[src/rtl/seq_mul24_shift_add_if.sv]
// Handshake and adder-loop signals between the control unit, the multiplier and the shared adder.
interface seq_mul24_shift_add_if #(
    parameter int WIDTH = 24
);
    logic                 Start;
    logic [WIDTH-1:0]     MulA;
    logic [WIDTH-1:0]     MulB;
    logic [WIDTH-1:0]     AddA;
    logic [WIDTH-1:0]     AddB;
    logic                 AddCin;
    logic [WIDTH-1:0]     AddSum;
    logic                 AddCout;
    logic                 Busy;
    logic                 Done;
    logic [2*WIDTH-1:0]   Product;

    modport master (
        output Start, MulA, MulB, AddSum, AddCout,
        input  AddA, AddB, AddCin, Busy, Done, Product
    );

    modport slave (
        input  Start, MulA, MulB, AddSum, AddCout,
        output AddA, AddB, AddCin, Busy, Done, Product
    );
endinterface

[src/rtl/seq_mul24_shift_add.sv]
// Sequential unsigned shift-and-add multiplier; one partial product per clock through the external adder.
module seq_mul24_shift_add #(
    parameter int WIDTH = 24,
    parameter int CNT_W = 5
) (
    input  logic                  Clock,
    input  logic                  Reset,
    seq_mul24_shift_add_if.slave  bus
);
    typedef enum logic [1:0] {IDLE, RUN, DONE} state_e;

    state_e               state_q, state_d;
    logic [WIDTH-1:0]     m_q, m_d;
    logic [WIDTH-1:0]     phi_q, phi_d;
    logic [WIDTH-1:0]     plo_q, plo_d;
    logic [CNT_W-1:0]     cnt_q, cnt_d;
    logic [2*WIDTH-1:0]   product_q, product_d;
    logic [WIDTH-1:0]     add_b;
    logic [2*WIDTH-1:0]   shifted;

    // Carry-out lands in the PHi MSB; the shift drops the consumed multiplier bit.
    assign shifted = {bus.AddCout, bus.AddSum, plo_q[WIDTH-1:1]};

    always_ff @(posedge Clock or negedge Reset) begin
        if (!Reset) begin
            state_q   <= IDLE;
            m_q       <= '0;
            phi_q     <= '0;
            plo_q     <= '0;
            cnt_q     <= '0;
            product_q <= '0;
        end else begin
            state_q   <= state_d;
            m_q       <= m_d;
            phi_q     <= phi_d;
            plo_q     <= plo_d;
            cnt_q     <= cnt_d;
            product_q <= product_d;
        end
    end

    always_comb begin
        state_d   = state_q;
        m_d       = m_q;
        phi_d     = phi_q;
        plo_d     = plo_q;
        cnt_d     = cnt_q;
        product_d = product_q;
        add_b     = '0;
        case (state_q)
            IDLE: begin
                if (bus.Start) begin
                    m_d     = bus.MulA;
                    plo_d   = bus.MulB;
                    phi_d   = '0;
                    cnt_d   = '0;
                    state_d = RUN;
                end
            end
            RUN: begin
                add_b          = plo_q[0] ? m_q : '0;
                {phi_d, plo_d} = shifted;
                cnt_d          = cnt_q + 1'b1;
                if (cnt_q == CNT_W'(WIDTH - 1)) begin
                    product_d = shifted;
                    state_d   = DONE;
                end
            end
            DONE:    state_d = IDLE;
            default: state_d = IDLE;
        endcase
    end

    assign bus.AddA    = phi_q;
    assign bus.AddB    = add_b;
    assign bus.AddCin  = 1'b0;
    assign bus.Busy    = (state_q == RUN);
    assign bus.Done    = (state_q == DONE);
    assign bus.Product = product_q;
endmodule
[src/flat_wrapper.sv]
// flat-port wrapper written by rule: the top's interface ports become plain ports
module seq_mul24_shift_add_flat 
#(
    parameter int WIDTH = 24,
    parameter int CNT_W = 5
)
  (Clock, Reset, bus_Start, bus_MulA, bus_MulB, bus_AddSum, bus_AddCout, bus_AddA, bus_AddB, bus_AddCin, bus_Busy, bus_Done, bus_Product);
  seq_mul24_shift_add_if #(.WIDTH(WIDTH)) bus_i ();
  input  logic Clock;
  input  logic Reset;
  input wire logic [$bits(bus_i.Start)-1:0] bus_Start;
  input wire logic [$bits(bus_i.MulA)-1:0] bus_MulA;
  input wire logic [$bits(bus_i.MulB)-1:0] bus_MulB;
  input wire logic [$bits(bus_i.AddSum)-1:0] bus_AddSum;
  input wire logic [$bits(bus_i.AddCout)-1:0] bus_AddCout;
  output wire logic [$bits(bus_i.AddA)-1:0] bus_AddA;
  output wire logic [$bits(bus_i.AddB)-1:0] bus_AddB;
  output wire logic [$bits(bus_i.AddCin)-1:0] bus_AddCin;
  output wire logic [$bits(bus_i.Busy)-1:0] bus_Busy;
  output wire logic [$bits(bus_i.Done)-1:0] bus_Done;
  output wire logic [$bits(bus_i.Product)-1:0] bus_Product;
  assign bus_i.Start = bus_Start;
  assign bus_i.MulA = bus_MulA;
  assign bus_i.MulB = bus_MulB;
  assign bus_i.AddSum = bus_AddSum;
  assign bus_i.AddCout = bus_AddCout;
  assign bus_AddA = bus_i.AddA;
  assign bus_AddB = bus_i.AddB;
  assign bus_AddCin = bus_i.AddCin;
  assign bus_Busy = bus_i.Busy;
  assign bus_Done = bus_i.Done;
  assign bus_Product = bus_i.Product;
  seq_mul24_shift_add #(.WIDTH(WIDTH), .CNT_W(CNT_W)) u_core (.Clock(Clock), .Reset(Reset), .bus(bus_i));
endmodule
[config.mk]
export PLATFORM = sky130hd
export DESIGN_NAME = seq_mul24_shift_add_flat
export DESIGN_NICKNAME = d
export VERILOG_FILES = /design/src/rtl/seq_mul24_shift_add_if.sv /design/src/rtl/seq_mul24_shift_add.sv /design/src/flat_wrapper.sv
export SDC_FILE = /design/constraint.sdc
export NUM_CORES = 1
export LEC_CHECK = 0
export ABC_AREA = 1
export BUFFER_PORTS_ARGS = -buffer_cell sky130_fd_sc_hd__clkbuf_2
export CAP_MARGIN = 20
export CORE_UTILIZATION = 51
export DETAILED_ROUTE_END_ITERATION = 12
export GPL_TIMING_DRIVEN = 0
export PLACE_DENSITY = 0.8
export SLEW_MARGIN = 20
export SYNTH_ARGS = -nofsm -noshare
export SYNTH_HDL_FRONTEND = slang
export SYNTH_SLANG_ARGS = --single-unit
[constraint.sdc]
create_clock -name Clock -period 1.9 [get_ports Clock]
set_clock_uncertainty 0.15 [all_clocks]
set_input_delay 0.57 -clock Clock [delete_from_list [all_inputs] [get_ports Clock]]
set_output_delay 0.57 -clock Clock [all_outputs]
set_load 0.1 [all_outputs]
==> impl_metrics.ini <==
[grt]
grt_overflow_total = 0
grt_max_degree = 67
grt_pass1_wl_mm = 28.9
antenna_found_initial = 0
grt_pass1_vias = 5668
grt_util_all_layers = 0.337

[clocking]
worstSkewPairLatency_ps = 530
tritoncts = built
htreeDepth = 4
clkTransAtPathRegs_ps = 60
cts_inserted_buffers = 17
numClockSinks = 127
cts.path.max_buffers = 2
cts_root_buf = clkbuf_8

[logic_synthesis]
yosysUniqueCellTypes = 20
ys_warn_count = 0
synth_nets = 725
synth_area_um2 = 5450
synth_seq_cells = 127
synth-seq-area-share = 0.584
avgSynthCellArea_um2 = 8.41
synthCells = 648

[critical_path]
crit_type = reg -> out
r2r_slack_ps = 60
critPathLaunchType = flip-flop
worstPathRequired_ps = 1180
timing.rr.start = u_core.state_q[1]$_DFFE_PN0P_
cp-end-kind = output port
cp_max_fo = 10
r2r_end = u_core.m_q[3]$_DFFE_PN0P_
reg2reg_depth = 8
cp_data_arrival_time_ps = 1660

[sta]
slew_viol_final = 0
finalCritPeriodShare = 1.25
max_freq_mhz = 420
hold_viol_final = 0
rsz0062_at_grt = yes
setup_ws_ps = -480
fin_setup_tns_ps = -11570
slew_headroom = 0.619
whs_ps = 93.1
setup_viol = 29
tightest_slew_ps = 572
fin_crit_ps = 2380

[floorplan]
die_area_um2 = 11100
start_util = 0.528
die_width_um = 105
die_y_um = 105
core_area_um2 = 10300
io_pins = 175
rows = 37

[detailed_routing]
antenna_left = 0
drcViolationCount = 0
dr.pass1.iters = 5
via_count = 5760
drtIter0Drc = 606
drt-total-wl_mm = 20.1
routed_via_density = 5.73
avgRoutedWirePerCell_um = 20.0

[min_path]
hold_depth = 3
min_path_type = in -> reg
min_to = u_core.plo_q[21]$_DFFE_PN0P_
hp-start = bus_MulB[21]

[place]
place_worst_setup_slack_ps = -436
place_congestion = 0.828
dp_hpwl_mm = 10.4
io_buffers = 173

[cells_and_area]
utilization = 0.854
num-nets-final = 934
filler_cell_count = 498
area_delta_synth_final_pct = 61.9
antenna_cells = 0
drive_gt1_frac = 0.343

[status]
failed_checks = negative setup slack
status = complete, but fails checks

[job]
cap_violations = 0
[how the worst max path moves through the flow]
| stage | startpoint | end | slack (ps) |
|---|---|---|---|
| 3_3_place_gp | Reset | u_core.bus.Product[14]$_DFFE_PN0P_ | -1800 |
| 2_1_floorplan | u_core.state_q[1]$_DFFE_PN0P_ | bus_AddB[13] | -150 |
| 3_5_place_dp | u_core.state_q[0]$_DFFE_PN0P_ | bus_Busy | -440 |
| 5_1_grt | u_core.plo_q[0]$_DFFE_PN0P_ | bus_AddB[10] | -510 |
| 4_1_cts | u_core.state_q[1]$_DFFE_PN0P_ | bus_AddB[15] | -450 |
| 6_report | u_core.plo_q[0]$_DFFE_PN0P_ | bus_AddB[10] | -480 |
[cell families (layout without fill, tap and decap cells)]
logic type                 Yosys count  in the layout  share of synthesized area
and+or+nand+nor                    460            460                      0.363
DFF                                127            127                      0.584
buffers and inverters               56            278                     0.0480
AOI/OAI and AO/OA                    3              3                    0.00276
adders and majority gates            1              1                    0.00230
other                                1              1                   0.000689
[layout make-up]
type	count	area, um2	area share
Buffer	48	348	0.0394
Multi-Input combinational cell	465	2250	0.255
Clock buffer	19	442	0.0501
Inverter	6	22.5	0.00255
Sequential cell	127	3180	0.360
Clock inverter	13	164	0.0186
Tap cell	136	170	0.0193
Timing Repair Buffer	192	2250	0.255
[layer usage]
layer,up-vias,global-route usage,routed length [um]
li1,2526,-,-
met1,2797,0.413,7620
met2,373,0.586,10100
met3,64,0.0699,1650
met4,0,0.125,710
met5,-,0,0
[state kept, by name (all words and copies together) (netlist names)]
signal	flops
u_core.state_q	2
u_core.bus.AddA	24
u_core.plo_q	24
u_core.cnt_q	5
u_core.m_q	24
u_core.bus.Product	48
[stage by stage]
stage	std cells	cell area, um2
finish	1006	8820
global placement	957	6720
detailed placement	958	6750
CTS	997	8670
global route	1006	8820
floorplan	648	5680
[what timing repair did]
item                                    4_1_cts  5_1_grt
gates cloned                                  1        1
endpoints found under the setup margin       98       85
resized for setup                           243       35
endpoints found under the hold margin        61        0
hold buffers                                  1        0
pin swaps                                    12       11
setup buffers                                 7        8
[cell usage in the layout (no fill, tap or decap), drive strengths merged]
master / count
buf: 59
bufinv: 3
clkbuf: 199
clkinv: 5
clkinvlp: 5
conb: 1
dfrtp: 127
dlygate4sd3: 1
ha: 1
inv: 6
nand2: 299
nand3: 82
nand4: 49
nor2: 29
nor3: 1
o21ai: 3
[worst max-delay path, cell delays in order, from the launching register on]
cell and delay, ps:
dfrtp_1 380, buf_8 150, buf_8 140, nand2_1 100
nor2_4 150, clkbuf_16 210
[cell usage after synthesis]
cell type	n	area (um2)
nor2_4	1	11.3
buf_6	1	11.3
nand4_1	49	307
nor3_1	1	5.00
nand3_2	1	10.0
nand2_1	297	1110
o21ai_0	3	15.0
dfrtp_1	127	3180
conb_1	1	3.75
inv_1	4	15.0
ha_1	1	12.5
inv_2	2	7.51
nor2_2	2	12.5
buf_4	6	45.0
buf_2	17	85.1
nand3_1	81	405
nor2_1	26	97.6
buf_1	6	22.5
clkbuf_1	20	75.1
nand2_2	2	12.5
Power is not shown: default switching activity piles up to over one toggle a cycle in this logic, so the estimate is an artifact.
